**config.mk**
```make
export PLATFORM = sky130hd
export DESIGN_NAME = control_unit_flat
export DESIGN_NICKNAME = d
export VERILOG_FILES = /design/src/rtl/ctrl_pkg.sv /design/src/rtl/control_unit_if.sv /design/src/rtl/alu_op_decoder.sv /design/src/rtl/control_unit.sv /design/src/flat_wrapper.sv
export SDC_FILE = /design/constraint.sdc
export NUM_CORES = 1
export LEC_CHECK = 0
export CAP_MARGIN = 20
export CORE_MARGIN = 2
export CORE_UTILIZATION = 40
export CTS_BUF_LIST = sky130_fd_sc_hd__clkbuf_8
export CTS_CLUSTER_SIZE = 20
export DETAILED_ROUTE_END_ITERATION = 10
export GPL_TIMING_DRIVEN = 0
export PLACE_DENSITY_LB_ADDON = 0.15
export SYNTH_ARGS = -nofsm -noshare
export SYNTH_HDL_FRONTEND = slang
export SYNTH_SLANG_ARGS = --single-unit
```
**constraint.sdc**
```tcl
create_clock -name CLK -period 3.51 [get_ports CLK]
set_clock_uncertainty 0.15 [all_clocks]
set_input_delay 0.702 -clock CLK [delete_from_list [all_inputs] [get_ports CLK]]
set_output_delay 0.702 -clock CLK [all_outputs]
set_load 0.02 [all_outputs]
```
**src/rtl/ctrl_pkg.sv**
```systemverilog
// Shared encodings for the multi-cycle control unit: opcodes, FSM states,
// ALU operation codes and datapath mux selects.
package ctrl_pkg;

    localparam logic [5:0] OP_ADD   = 6'b000000;
    localparam logic [5:0] OP_SUB   = 6'b000001;
    localparam logic [5:0] OP_ADDIU = 6'b000010;
    localparam logic [5:0] OP_AND   = 6'b010000;
    localparam logic [5:0] OP_ANDI  = 6'b010001;
    localparam logic [5:0] OP_ORI   = 6'b010010;
    localparam logic [5:0] OP_XORI  = 6'b010011;
    localparam logic [5:0] OP_SLL   = 6'b011000;
    localparam logic [5:0] OP_SLTI  = 6'b100110;
    localparam logic [5:0] OP_SLT   = 6'b100111;
    localparam logic [5:0] OP_SW    = 6'b110000;
    localparam logic [5:0] OP_LW    = 6'b110001;
    localparam logic [5:0] OP_BEQ   = 6'b110100;
    localparam logic [5:0] OP_BNE   = 6'b110101;
    localparam logic [5:0] OP_BLTZ  = 6'b110110;
    localparam logic [5:0] OP_J     = 6'b111000;
    localparam logic [5:0] OP_JR    = 6'b111001;
    localparam logic [5:0] OP_JAL   = 6'b111010;
    localparam logic [5:0] OP_HALT  = 6'b111111;

    typedef enum logic [3:0] {
        S_IF     = 4'b0000,
        S_ID     = 4'b0001,
        S_EXE_AL = 4'b0010,
        S_EXE_BR = 4'b0011,
        S_EXE_LS = 4'b0100,
        S_MEM    = 4'b0101,
        S_WB_AL  = 4'b0110,
        S_WB_LD  = 4'b0111,
        S_HALT   = 4'b1000
    } state_t;

    localparam logic [2:0] ALU_ADD  = 3'b000;
    localparam logic [2:0] ALU_SUB  = 3'b001;
    localparam logic [2:0] ALU_SLT  = 3'b010;
    localparam logic [2:0] ALU_SLTU = 3'b011;
    localparam logic [2:0] ALU_SLL  = 3'b100;
    localparam logic [2:0] ALU_OR   = 3'b101;
    localparam logic [2:0] ALU_AND  = 3'b110;
    localparam logic [2:0] ALU_XOR  = 3'b111;

    localparam logic [1:0] PC_NEXT   = 2'b00;
    localparam logic [1:0] PC_BRANCH = 2'b01;
    localparam logic [1:0] PC_RS     = 2'b10;
    localparam logic [1:0] PC_JUMP   = 2'b11;

    localparam logic [1:0] RD_RA = 2'b00;
    localparam logic [1:0] RD_RT = 2'b01;
    localparam logic [1:0] RD_RD = 2'b10;

    // Opcodes that take the EXE_AL -> WB_AL path.
    function automatic logic is_alu_op(input logic [5:0] op);
        case (op)
            OP_ADD, OP_SUB, OP_ADDIU, OP_AND, OP_ANDI, OP_ORI,
            OP_XORI, OP_SLL, OP_SLTI, OP_SLT: is_alu_op = 1'b1;
            default:                          is_alu_op = 1'b0;
        endcase
    endfunction

    // R-type ALU ops write rd; the immediate forms write rt.
    function automatic logic is_rtype(input logic [5:0] op);
        case (op)
            OP_ADD, OP_SUB, OP_AND, OP_SLL, OP_SLT: is_rtype = 1'b1;
            default:                                is_rtype = 1'b0;
        endcase
    endfunction

endpackage

```
**src/rtl/control_unit_if.sv**
```systemverilog
// Bundle between the control unit and the datapath: decoded-instruction
// inputs in, control strobes/selects and debug state out.
interface control_unit_if;
    logic [5:0]  opcode;
    logic        zero;
    logic        sign;
    logic        PCWre, IRWre, RegWre, InsMemRW, mRD, mWR;
    logic        ALUSrcA, ALUSrcB, ExtSel, DBDataSrc, WrRegDSrc;
    logic [2:0]  ALUOp;
    logic [1:0]  PCSrc;
    logic [1:0]  RegDst;
    logic [3:0]  state;
    logic [31:0] instr_cnt;

    modport master (
        input  opcode, zero, sign,
        output PCWre, IRWre, RegWre, InsMemRW, mRD, mWR,
        output ALUSrcA, ALUSrcB, ExtSel, DBDataSrc, WrRegDSrc,
        output ALUOp, PCSrc, RegDst, state, instr_cnt
    );

    modport slave (
        output opcode, zero, sign,
        input  PCWre, IRWre, RegWre, InsMemRW, mRD, mWR,
        input  ALUSrcA, ALUSrcB, ExtSel, DBDataSrc, WrRegDSrc,
        input  ALUOp, PCSrc, RegDst, state, instr_cnt
    );
endinterface

```
**src/rtl/alu_op_decoder.sv**
```systemverilog
// Combinational opcode decode for the shared ALU: operation, operand
// selects and immediate extension mode.
module alu_op_decoder
    import ctrl_pkg::*;
(
    input  logic [5:0] opcode_i,
    output logic [2:0] alu_op_o,
    output logic       alu_src_a_o,
    output logic       alu_src_b_o,
    output logic       ext_sel_o
);

    always_comb begin
        alu_op_o    = ALU_ADD;
        alu_src_a_o = 1'b0;
        alu_src_b_o = 1'b0;
        ext_sel_o   = 1'b1;
        case (opcode_i)
            OP_SUB, OP_BEQ, OP_BNE, OP_BLTZ: alu_op_o = ALU_SUB;
            OP_ADDIU, OP_LW, OP_SW:          alu_src_b_o = 1'b1;
            OP_AND:                          alu_op_o = ALU_AND;
            OP_ANDI: begin
                alu_op_o    = ALU_AND;
                alu_src_b_o = 1'b1;
                ext_sel_o   = 1'b0;
            end
            OP_ORI: begin
                alu_op_o    = ALU_OR;
                alu_src_b_o = 1'b1;
                ext_sel_o   = 1'b0;
            end
            OP_XORI: begin
                alu_op_o    = ALU_XOR;
                alu_src_b_o = 1'b1;
                ext_sel_o   = 1'b0;
            end
            OP_SLL: begin
                alu_op_o    = ALU_SLL;
                alu_src_a_o = 1'b1;
            end
            OP_SLTI: begin
                alu_op_o    = ALU_SLT;
                alu_src_b_o = 1'b1;
            end
            OP_SLT:  alu_op_o = ALU_SLT;
            default: alu_op_o = ALU_ADD;
        endcase
    end

endmodule

```
**src/rtl/control_unit.sv**
```systemverilog
// Multi-cycle instruction sequencer (IF/ID/EXE/MEM/WB) with a retired
// instruction counter; control outputs decode combinationally from state.
module control_unit
    import ctrl_pkg::*;
(
    input  logic           CLK,
    input  logic           Reset,
    control_unit_if.master bus
);

    state_t      state_q, state_d;
    logic [31:0] cnt_q;

    logic [5:0] op;
    logic [2:0] dec_alu_op;
    logic       dec_src_a, dec_src_b, dec_ext;
    logic       pc_wre, ir_wre, reg_wre, ins_rd, m_rd, m_wr, db_src, wr_src;
    logic [1:0] pc_src, reg_dst;
    logic       hold_alu, taken;

    assign op = bus.opcode;

    alu_op_decoder u_alu_dec (
        .opcode_i    (op),
        .alu_op_o    (dec_alu_op),
        .alu_src_a_o (dec_src_a),
        .alu_src_b_o (dec_src_b),
        .ext_sel_o   (dec_ext)
    );

    always_comb begin
        case (op)
            OP_BEQ:  taken = bus.zero;
            OP_BNE:  taken = ~bus.zero;
            OP_BLTZ: taken = bus.sign;
            default: taken = 1'b0;
        endcase
    end

    always_comb begin
        state_d = state_q;
        case (state_q)
            S_IF: state_d = S_ID;
            S_ID: begin
                case (op)
                    OP_J, OP_JR, OP_JAL:     state_d = S_IF;
                    OP_BEQ, OP_BNE, OP_BLTZ: state_d = S_EXE_BR;
                    OP_SW, OP_LW:            state_d = S_EXE_LS;
                    OP_HALT:                 state_d = S_HALT;
                    default:                 state_d = is_alu_op(op) ? S_EXE_AL : S_IF;
                endcase
            end
            S_EXE_AL: state_d = S_WB_AL;
            S_EXE_BR: state_d = S_IF;
            S_EXE_LS: state_d = S_MEM;
            S_MEM:    state_d = (op == OP_LW) ? S_WB_LD : S_IF;
            S_WB_AL:  state_d = S_IF;
            S_WB_LD:  state_d = S_IF;
            S_HALT:   state_d = S_HALT;
            default:  state_d = S_IF;
        endcase
    end

    always_comb begin
        pc_wre  = 1'b0;
        ir_wre  = 1'b0;
        reg_wre = 1'b0;
        ins_rd  = 1'b0;
        m_rd    = 1'b0;
        m_wr    = 1'b0;
        db_src  = 1'b0;
        wr_src  = 1'b0;
        pc_src  = PC_NEXT;
        reg_dst = RD_RA;
        case (state_q)
            S_IF: begin
                ir_wre = 1'b1;
                ins_rd = 1'b1;
            end
            S_ID: begin
                case (op)
                    OP_J: begin
                        pc_wre = 1'b1;
                        pc_src = PC_JUMP;
                    end
                    OP_JR: begin
                        pc_wre = 1'b1;
                        pc_src = PC_RS;
                    end
                    OP_JAL: begin
                        pc_wre  = 1'b1;
                        pc_src  = PC_JUMP;
                        reg_wre = 1'b1;
                    end
                    OP_BEQ, OP_BNE, OP_BLTZ, OP_SW, OP_LW, OP_HALT: pc_wre = 1'b0;
                    // Undefined opcodes retire here as a nop.
                    default: pc_wre = ~is_alu_op(op);
                endcase
            end
            S_EXE_BR: begin
                pc_wre = 1'b1;
                pc_src = taken ? PC_BRANCH : PC_NEXT;
            end
            S_MEM: begin
                if (op == OP_LW) begin
                    m_rd = 1'b1;
                end else begin
                    m_wr   = 1'b1;
                    pc_wre = 1'b1;
                end
            end
            S_WB_AL: begin
                reg_wre = 1'b1;
                wr_src  = 1'b1;
                pc_wre  = 1'b1;
                reg_dst = is_rtype(op) ? RD_RD : RD_RT;
            end
            S_WB_LD: begin
                m_rd    = 1'b1;
                db_src  = 1'b1;
                reg_wre = 1'b1;
                reg_dst = RD_RT;
                wr_src  = 1'b1;
                pc_wre  = 1'b1;
            end
            default: pc_wre = 1'b0;
        endcase
    end

    assign hold_alu = (state_q != S_IF) && (state_q != S_HALT);

    // Reset gates every strobe combinationally so nothing writes while it is low.
    assign bus.PCWre     = Reset & pc_wre;
    assign bus.IRWre     = Reset & ir_wre;
    assign bus.RegWre    = Reset & reg_wre;
    assign bus.InsMemRW  = ~Reset | ins_rd;
    assign bus.mRD       = Reset & m_rd;
    assign bus.mWR       = Reset & m_wr;
    assign bus.DBDataSrc = Reset & db_src;
    assign bus.WrRegDSrc = Reset & wr_src;
    assign bus.PCSrc     = Reset ? pc_src  : 2'b00;
    assign bus.RegDst    = Reset ? reg_dst : 2'b00;
    assign bus.ALUOp     = (Reset && hold_alu) ? dec_alu_op : 3'b000;
    assign bus.ALUSrcA   = Reset & hold_alu & dec_src_a;
    assign bus.ALUSrcB   = Reset & hold_alu & dec_src_b;
    assign bus.ExtSel    = Reset & hold_alu & dec_ext;
    assign bus.state     = state_q;
    assign bus.instr_cnt = cnt_q;

    always_ff @(posedge CLK or negedge Reset) begin
        if (!Reset) begin
            state_q <= S_IF;
            cnt_q   <= '0;
        end else begin
            state_q <= state_d;
            if (pc_wre) begin
                cnt_q <= cnt_q + 32'd1;
            end
        end
    end

endmodule

```
**src/flat_wrapper.sv**
```systemverilog
// flat-port wrapper written by rule: the top's interface ports become plain ports
module control_unit_flat import ctrl_pkg::*;
  (CLK, Reset, bus_opcode, bus_zero, bus_sign, bus_PCWre, bus_IRWre, bus_RegWre, bus_InsMemRW, bus_mRD, bus_mWR, bus_ALUSrcA, bus_ALUSrcB, bus_ExtSel, bus_DBDataSrc, bus_WrRegDSrc, bus_ALUOp, bus_PCSrc, bus_RegDst, bus_state, bus_instr_cnt);
  control_unit_if bus_i ();
  input  logic CLK;
  input  logic Reset;
  input wire logic [$bits(bus_i.opcode)-1:0] bus_opcode;
  input wire logic [$bits(bus_i.zero)-1:0] bus_zero;
  input wire logic [$bits(bus_i.sign)-1:0] bus_sign;
  output wire logic [$bits(bus_i.PCWre)-1:0] bus_PCWre;
  output wire logic [$bits(bus_i.IRWre)-1:0] bus_IRWre;
  output wire logic [$bits(bus_i.RegWre)-1:0] bus_RegWre;
  output wire logic [$bits(bus_i.InsMemRW)-1:0] bus_InsMemRW;
  output wire logic [$bits(bus_i.mRD)-1:0] bus_mRD;
  output wire logic [$bits(bus_i.mWR)-1:0] bus_mWR;
  output wire logic [$bits(bus_i.ALUSrcA)-1:0] bus_ALUSrcA;
  output wire logic [$bits(bus_i.ALUSrcB)-1:0] bus_ALUSrcB;
  output wire logic [$bits(bus_i.ExtSel)-1:0] bus_ExtSel;
  output wire logic [$bits(bus_i.DBDataSrc)-1:0] bus_DBDataSrc;
  output wire logic [$bits(bus_i.WrRegDSrc)-1:0] bus_WrRegDSrc;
  output wire logic [$bits(bus_i.ALUOp)-1:0] bus_ALUOp;
  output wire logic [$bits(bus_i.PCSrc)-1:0] bus_PCSrc;
  output wire logic [$bits(bus_i.RegDst)-1:0] bus_RegDst;
  output wire logic [$bits(bus_i.state)-1:0] bus_state;
  output wire logic [$bits(bus_i.instr_cnt)-1:0] bus_instr_cnt;
  assign bus_i.opcode = bus_opcode;
  assign bus_i.zero = bus_zero;
  assign bus_i.sign = bus_sign;
  assign bus_PCWre = bus_i.PCWre;
  assign bus_IRWre = bus_i.IRWre;
  assign bus_RegWre = bus_i.RegWre;
  assign bus_InsMemRW = bus_i.InsMemRW;
  assign bus_mRD = bus_i.mRD;
  assign bus_mWR = bus_i.mWR;
  assign bus_ALUSrcA = bus_i.ALUSrcA;
  assign bus_ALUSrcB = bus_i.ALUSrcB;
  assign bus_ExtSel = bus_i.ExtSel;
  assign bus_DBDataSrc = bus_i.DBDataSrc;
  assign bus_WrRegDSrc = bus_i.WrRegDSrc;
  assign bus_ALUOp = bus_i.ALUOp;
  assign bus_PCSrc = bus_i.PCSrc;
  assign bus_RegDst = bus_i.RegDst;
  assign bus_state = bus_i.state;
  assign bus_instr_cnt = bus_i.instr_cnt;
  control_unit u_core (.CLK(CLK), .Reset(Reset), .bus(bus_i));
endmodule
```
* Word-level counts from Yosys, hierarchy flattened
Cells that the tools add are included.
Word-level totals: register bits after elaboration 36, input port bits 10, output and inout bits 54, word-level logic and storage cells 98
Operators by class: add/sub/neg operators 1, equality and inequality tests 27, mux-type cells 33, bitwise gates (word level) 15, reductions and logical operators 20
Operator list (count):
- == test 6 bit, second input constant | 11
- adder 32 x 1 -> 32 bit, second input constant | 1
- == test 6 x 5 -> 1 bit, second input constant | 5
- one-hot mux 4 bit (6 select lines) | 1
- one-hot mux 3 bit (6 select lines) | 1
- == test 4 x 3 -> 1 bit, second input constant | 4
- two-way mux 1 bit | 16
- one-hot mux 4 bit (4 select lines) | 1
- one-hot mux 2 bit (2 select lines) | 3
- OR reduction 3 bit | 4
- AND 1 bit | 11
- OR reduction 10 bit | 1
- OR reduction 2 bit | 5
- OR reduction 9 bit | 1
- == test 4 x 2 -> 1 bit, second input constant | 2
- two-way mux 2 bit | 4
- OR reduction 7 bit | 1
- == test 6 x 1 -> 1 bit, second input constant | 1
- == test 6 x 2 -> 1 bit, second input constant | 1
- zero test 6 bit | 1
- two-way mux 3 bit | 2
- one-hot mux 1 bit (2 select lines) | 3
- one-hot mux 1 bit (3 select lines) | 2
- OR reduction 6 bit | 1
- other kinds (10) | 13

* Longest topological paths before layout
Gate-level depths: netlist of run 1.
word-level depth 9, mapped depth 8, depth with buffers taken out 6

* Cells and area by module
From an unflattened synthesis of run 1, not the netlist that was laid out.
Second synthesis, totals: cells, all modules 255, area total of the unflattened synthesis 2377.3 sq um
Modules (own cells, without submodules):
- control_unit | instances 1, cells each 231, area an instance 2224.6 sq um, sequential area each 900.9 sq um
- alu_op_decoder | instances 1, cells each 24, area an instance 152.6 sq um, sequential area each 0.0 sq um

* Worst setup path after synthesis of run 1
No wires, ideal clock.
path kind input to output, start input port bus_opcode[1], end output port bus_PCWre, arrival 2.286 ns, data required time 2.658 ns, setup slack 0.372 ns, stages 7, path buffers 2, cell sequence clkbuf_1 or4b_2 o22ai_1 nand2b_1 o21ai_0 buf_2 and2_1
On the way: word-level cells in the longest chain between the ends 9, elaborated cells between the ends (all ways) 30, classes of those cells 18 x eq/ne; 6 x mux; 2 x bitwise; 4 x reduce/logical
Ends and longest elaborated chain:
- from (decl) | RTL line flat_wrapper.sv:7 | input wire logic [$bits(bus_i.opcode)-1:0] bus_opcode;
- == test 6 x 2 -> 1 bit, or another cell as far along | RTL line ctrl_pkg.sv:57 | case (op)
- OR reduction 10 bit | RTL line ctrl_pkg.sv:57
- two-way mux 1 bit | RTL line ctrl_pkg.sv:57
- two-way mux 1 bit | RTL line control_unit.sv:81 | case (op)
- two-way mux 1 bit | RTL line control_unit.sv:75 | case (state_q)
- inverter 1 bit | RTL line control_unit.sv:97 | default: pc_wre = ~is_alu_op(op);
- one-hot mux 1 bit (2 select lines) | RTL line control_unit.sv:81
- one-hot mux 1 bit (3 select lines) (*) | RTL line control_unit.sv:75
- AND 1 bit (*) | RTL line control_unit.sv:133 | assign bus.PCWre = Reset & pc_wre;
- to (decl) | RTL line flat_wrapper.sv:10 | output wire logic [$bits(bus_i.PCWre)-1:0] bus_PCWre;
Every way passes the cells marked *; elsewhere a longest branch is shown, timed or not. The select of a mux whose other input is x is not followed.

* Worst setup path after layout of run 1
start input port bus_opcode[3], end output port bus_PCWre
The elaborated chain is that of the path after synthesis.

==> impl_metrics.env, run 1 <==
export IMPL_hold_class="input pin to asynchronous set/reset pin"
export IMPL_yosysTopAreaCell="dfrtp_1"
export IMPL_placed_area_um2=2943
export IMPL_fin_nets=331
export IMPL_maxCapViolCount=0
export IMPL_wl_per_cell_um=13.74
export IMPL_dp_hpwl_mm=3.911
export IMPL_drtIter0Drc=143
export IMPL_ys_flop_type="dfrtp_1"
export IMPL_grt_start_max_net_pins=44
export IMPL_end_kind="output port"
export IMPL_fmax_mhz=288.3
export IMPL_placed_cells=384
export IMPL_synthTopCellsByArea="dfrtp_1, xor2_1, xnor2_1"
export IMPL_drv_slew=0
export IMPL_cp_start_kind="input pin"
export IMPL_via_count=2058
export IMPL_grt_use_total_pct=18.18
export IMPL_crit_start="bus_opcode[3]"
export IMPL_boundaryPins=64
export IMPL_setup_total_negative_slack_ns=0
export IMPL_timing_rr_start="u_core.bus.state[3]"
export IMPL_n_antenna_cell=0
export IMPL_std_cell_rows=27
export IMPL_cts_tree="done"
export IMPL_cts_buffer_depth=2
export IMPL_firstDrtPassIters=4
export IMPL_async_reset_ff_share_pct=100.0
export IMPL_ant_nets=0
export IMPL_maxSlewHeadroom_pct=56.47
export IMPL_root_buffer="clkbuf_8"
export IMPL_min_period_ns=3.469
export IMPL_powerDensity_nw_per_um2=520.2
export IMPL_gp_congestion=0.8213
export IMPL_yosysWarnings=0
export IMPL_syn_area_per_cell_um2=8.913
export IMPL_finalWirelength_mm=5.400
export IMPL_syn_cell_area_um2=2237
export IMPL_reg2reg_to="u_core.bus.instr_cnt[23]"
export IMPL_synth_top_area_share_pct=40.27
export IMPL_fin_area_um2=3079
export IMPL_die_area_um2=6207
export IMPL_grt_overflow=0
export IMPL_clkSinkCount=36
export IMPL_finalNonFillerCells=393
export IMPL_area_growth_pct=37.64
export IMPL_cts_hold_buf=0
export IMPL_htreeDepth=2
export IMPL_setup_viol=0
export IMPL_cts_buffers=5
export IMPL_r2r_setup_slack_ns=0.97
export IMPL_vias_per_cell=5.237
export IMPL_grt_pass1_vias=1976
export IMPL_crit_fanout=10
export IMPL_ir_drop_mv=0.3131
export IMPL_worst_pin_slew_ns=0.6529
export IMPL_clk_pin_slew_ns=0.08
export IMPL_start_util_pct=41.13
export IMPL_die_h_um=78.79
export IMPL_power_leakage_nw=1.281
export IMPL_crit_required_ns=2.66
export IMPL_rsz0062_at_grt="yes"
export IMPL_synth_distinct_cells=43
export IMPL_drive_gt1_share_pct=10.59
export IMPL_final_util_pct=56.61
export IMPL_syn_num_nets=262
export IMPL_drc_errors=0
export IMPL_worstPathArrival_ns=2.62
export IMPL_place_ws_ns=-0.7748
export IMPL_fin_ws_ns=0.04100
export IMPL_port_buffers=60
export IMPL_reg2reg_depth=7
export IMPL_clk_latency_ns=0.28
export IMPL_grt_antenna_before_repair=0
export IMPL_dieWidth_um=78.79
export IMPL_ys_ff_latch=36
export IMPL_yosysSeqAreaShare_pct=40.27
export IMPL_synth_edf_count=0
export IMPL_worst_setup_path_type="input pin to output port"
export IMPL_syn_instance_count=251
export IMPL_status="complete, no violations"
export IMPL_fill_cells=532
export IMPL_grt_pass1_wl_mm=9.190
export IMPL_finalHoldViolations=0
export IMPL_core_um2=5439
export IMPL_finalCritPeriodShare_pct=98.83
[stage by stage]
stage | hold WS (ns) | total power [mW]
after floorplan | 0.2564 | 0.9899
after global placement | 0.3091 | 1.266
after detailed placement | 0.3148 | 1.277
after CTS | 0.2281 | 1.611
after global routing | 0.2334 | 1.712
final | 0.2208 | 1.602
[layout by cell type (no fill, tap or decap), types with 7 or more instances in the layout]
master            n
xor2_1           19
nor3_1           19
nand3_1          12
dfrtp_1          36
nand4_1          10
nor2_1           24
xnor2_1          13
a21oi_1          11
nor3b_1           7
clkbuf_1          7
clkdlybuf4s50_1  51
nand2_1          24
[layer usage]
| metal | vias to the layer above | global-route usage (%) | share of wire, % |
|---|---|---|---|
| met4 | 0 | 4.912 | 0.83 |
| met5 | - | 0 | 0 |
| met2 | 45 | 27.61 | 44 |
| li1 | 1026 | - | - |
| met1 | 983 | 26.42 | 51 |
| met3 | 4 | 3.636 | 3.8 |
[registers in the layout (all words and copies together) (netlist names)]
name and count:
u_core.bus.instr_cnt 32, u_core.bus.state 4
[how the worst max path moves through the flow]
| stage | end | cells past startpoint | slack, ns |
|---|---|---|---|
| after detailed placement | bus_PCWre | 8 | -0.77 |
| after global routing | bus_PCWre | 8 | -0.04 |
| final | bus_PCWre | 9 | 0.04 |
| after floorplan | bus_PCWre | 7 | 0.37 |
| after global placement | bus_ALUOp[1] | 4 | -1.35 |
| after CTS | bus_PCWre | 9 | 0.002 |
[repair_timing]
item	in CTS	in global routing
setup buffers	1	0
endpoints found under the setup margin	9	6
pin swaps	1	1
endpoints found under the hold margin	0	0
gates resized for setup	14	10
cloned	0	0
[where the power goes]
| part | switching, mW | internal, mW | total (mW) | leakage (nW) |
|---|---|---|---|---|
| clock | 0.146 | 0.157 | 0.303 | 0.0486 |
| sequential | 0.0698 | 0.477 | 0.547 | 0.440 |
| combinational | 0.429 | 0.323 | 0.752 | 0.793 |
[cell families (layout without fill, tap and decap cells)]
group                      count (synthesis)  in the layout  synth area share [%]
adders and majority gates                  1              1                0.5592
xor gates and xnor gates                  32             32                 12.53
muxes                                      1              1                0.4474
buffers and inverters                     21             91                 4.642
and+or+nand+nor                          132            132                 34.00
AOI/OAI and AO/OA                         28             28                 7.551
DFF                                       36             36                 40.27
[Yosys cell counts (2+ instances only)]
master	n
dfrtp_1	36
nand2_1	24
nor2_1	24
nor3_1	19
xor2_1	19
nand3_1	13
xnor2_1	13
a21oi_1	11
nand4_1	10
clkbuf_1	9
nor3b_1	7
o21ai_0	7
and3_1	6
buf_2	5
nand2b_1	5
inv_1	4
nor4_1	4
nor4_2	4
o21a_1	3
and4_1	2
buf_6	2
nand3b_1	2
or3_1	2
[worst max-delay path, stage by stage]
cell and delay [ns]:
clkdlybuf4s50_1 0.44, buf_4 0.19, nand3_2 0.11, nor2_1 0.05
or3_1 0.39, o21ai_2 0.18, buf_6 0.16, and2_1 0.13
clkdlybuf4s15_2 0.25
[final cells by class]
| cell class | count | area [um^2] | share of cell area, % |
|---|---|---|---|
| Clock inverter | 2 | 11.26 | 0.3657 |
| Buffer | 17 | 102.6 | 3.332 |
| Sequential cell | 36 | 900.9 | 29.26 |
| Inverter | 4 | 15.01 | 0.4876 |
| Clock buffer | 6 | 82.58 | 2.682 |
| Timing Repair Buffer | 62 | 626.9 | 20.36 |
| Multi-Input combinational cell | 194 | 1250 | 40.59 |
| Tap cell | 72 | 90.09 | 2.926 |
No activity file was read; power rests on OpenSTA's default activity.
==> run 2: changes to the inputs <==
--- a/config.mk
+++ b/config.mk
@@ -9,6 +9,7 @@
 export CORE_MARGIN = 2
 export CORE_UTILIZATION = 40
 export CTS_BUF_LIST = sky130_fd_sc_hd__clkbuf_8
+export CTS_CLUSTER_DIAMETER = 200
 export CTS_CLUSTER_SIZE = 20
 export DETAILED_ROUTE_END_ITERATION = 10
 export GPL_TIMING_DRIVEN = 0
==> results of run 2 <==
The final DEF is identical to that of run 1; final timing and power are the same.
==> run 3: changes to the inputs <==
--- a/config.mk
+++ b/config.mk
@@ -6,7 +6,6 @@
 export NUM_CORES = 1
 export LEC_CHECK = 0
 export CAP_MARGIN = 20
-export CORE_MARGIN = 2
 export CORE_UTILIZATION = 40
 export CTS_BUF_LIST = sky130_fd_sc_hd__clkbuf_8
 export CTS_CLUSTER_DIAMETER = 200
==> impl_metrics.env, run 3 (synthesis results as in run 1) <==
export IMPL_clkPwrFrac_pct=18.6
export IMPL_crit_family="buffers and inverters"
export IMPL_boundaryPins=64
export IMPL_cp_depth=8
export IMPL_crit_slowest_cell="clkdlybuf4s50_1"
export IMPL_path_cells="clkbuf_1 > clkbuf_2 > nor2_1 > nand2_1 > nor3_1 > a21oi_1 > nor3_1 > clkdlybuf4s50_1"
export IMPL_cp_start_kind="input pin"
export IMPL_maxCapViolCount=0
export IMPL_clk_pin_slew_ns=0.08
export IMPL_end_kind="output port"
export IMPL_seqPwrFrac_pct=34.6
export IMPL_firstDrtPassIters=4
export IMPL_status="complete, no violations"
export IMPL_cts_tree="done"
export IMPL_power_leakage_nw=1.281
export IMPL_die_area_um2=5896
export IMPL_p_int_mw=0.9346
export IMPL_largest_reg_flops=32
export IMPL_drive_gt1_share_pct=10.90
export IMPL_p_comb_share_pct=46.9
export IMPL_clk_latency_ns=0.30
export IMPL_std_cell_rows=26
export IMPL_via_count=2062
export IMPL_crit_end="bus_ALUOp[0]"
export IMPL_area_growth_pct=36.86
export IMPL_vias_per_cell=5.274
export IMPL_setup_total_negative_slack_ns=0
export IMPL_hold_class="input pin to asynchronous set/reset pin"
export IMPL_grt_pass1_wl_mm=9.087
export IMPL_clkSinkCount=36
export IMPL_fmax_mhz=297.1
export IMPL_port_buffers=60
export IMPL_powerDensity_nw_per_um2=518.5
export IMPL_final_util_pct=58.46
export IMPL_grt_pass1_vias=1914
export IMPL_dieWidth_um=76.79
export IMPL_min_period_ns=3.366
export IMPL_htreeDepth=2
export IMPL_root_buffer="clkbuf_8"
export IMPL_power_switching_mw=0.6528
export IMPL_wl_per_cell_um=13.66
export IMPL_cts_buffers=5
export IMPL_cp_slowest_stage_delay_ns=0.63
export IMPL_gp_congestion=0.8150
export IMPL_crit_required_ns=2.66
export IMPL_grt_antenna_before_repair=0
export IMPL_n_antenna_cell=0
export IMPL_crit_fanout=10
export IMPL_ant_nets=0
export IMPL_dp_hpwl_mm=3.912
export IMPL_final_common_cell="clkdlybuf4s50_1"
export IMPL_fin_ws_ns=0.1439
export IMPL_drtIter0Drc=126
export IMPL_reg2reg_to="u_core.bus.instr_cnt[21]"
export IMPL_crit_buf_inv=3
export IMPL_finalNonFillerCells=391
export IMPL_cts_buffer_depth=2
export IMPL_drc_errors=0
export IMPL_crit_start="bus_opcode[1]"
export IMPL_finalCritPeriodShare_pct=95.90
export IMPL_timing_rr_start="u_core.bus.state[2]"
export IMPL_grt_overflow=0
export IMPL_grt_start_max_net_pins=37
export IMPL_start_util_pct=42.71
export IMPL_swShare_pct=41.12
export IMPL_power_mw=1.587
export IMPL_maxSlewHeadroom_pct=59.76
export IMPL_r2r_setup_slack_ns=1.08
export IMPL_finalWirelength_mm=5.340
export IMPL_worstPathArrival_ns=2.51
export IMPL_fin_nets=331
export IMPL_drv_slew=0
export IMPL_ir_drop_mv=0.2267
export IMPL_placed_cells=382
export IMPL_place_ws_ns=-0.7761
export IMPL_mostFrequentLayoutCells="clkdlybuf4s50_1, dfrtp_1, nor2_1, nand2_1"
export IMPL_worst_setup_path_type="input pin to output port"
export IMPL_finalHoldViolations=0
export IMPL_grt_use_total_pct=19.33
export IMPL_reg2reg_depth=8
export IMPL_die_h_um=76.79
export IMPL_crit_path_frequent_cell="nor3_1"
export IMPL_worst_pin_slew_ns=0.6036
export IMPL_rsz0062_at_grt="no"
export IMPL_core_um2=5238
export IMPL_setup_viol=0
[run 3: worst reg2reg max path, cell delays in order, from the launching register on]
cell and delay [ns]:
dfrtp_1 0.34, buf_2 0.22, a21oi_1 0.12, nor4_1 0.32, and3_1 0.20, clkbuf_1 0.37, nand2_1 0.19, nor3b_1 0.28
xor2_1 0.16
[run 3: per-stage QoR]
step                cell area (um^2)  hold slack (ns)
global route                    3062          0.06594
detailed placement              2940           0.3158
global placement                2925           0.3121
floorplan                       2237           0.2564
finish                          3062          0.07115
CTS                             3050          0.06811
[run 3: worst min path at each step]
stage | startpoint | end | slack, ns | cells after the start
2_1_floorplan | Reset | u_core.bus.instr_cnt[0] | 0.26 | 0
3_3_place_gp | u_core.bus.instr_cnt[31] | u_core.bus.instr_cnt[31] | 0.31 | 1
3_5_place_dp | u_core.bus.instr_cnt[31] | u_core.bus.instr_cnt[31] | 0.32 | 1
4_1_cts | Reset | u_core.bus.state[2] | 0.07 | 1
5_1_grt | Reset | u_core.bus.state[2] | 0.07 | 1
6_report | Reset | u_core.bus.state[2] | 0.07 | 1
[run 3: layer usage]
metal	part of all wire (%)	up-vias	GRT usage, %
met1	50	973	26.83
met2	44	52	29.46
met4	1.5	0	6.923
li1	-	1029	-
met5	0	-	0
met3	4.2	8	4.167
[run 3: repair_timing]
item,CTS,global route
resized for setup,14,9
setup buffers,1,0
pin swaps,1,1
setup endpoints to repair,7,6
hold buffers,0,0
[run 3: layout make-up]
| class | count | area [um^2] |
|---|---|---|
| timing repair buffer | 62 | 620.6 |
| inverter | 4 | 15.01 |
| fill | 490 | 2176 |
| clock inverter | 3 | 18.77 |
| tap | 70 | 87.58 |
| clock buffer | 5 | 68.82 |
| buffer | 17 | 100.1 |
| multi-input combinational | 194 | 1250 |
| sequential | 36 | 900.9 |
[run 3: power by group through the flow]
stage          Sequential, mW  Clock, mW  Combinational [mW]
6_report                0.549      0.294               0.744
5_1_grt                 0.561      0.319               0.802
4_1_cts                 0.548      0.299               0.747
3_5_place_dp            0.556          0               0.718
3_3_place_gp            0.553          0               0.710
2_1_floorplan           0.616          0               0.374
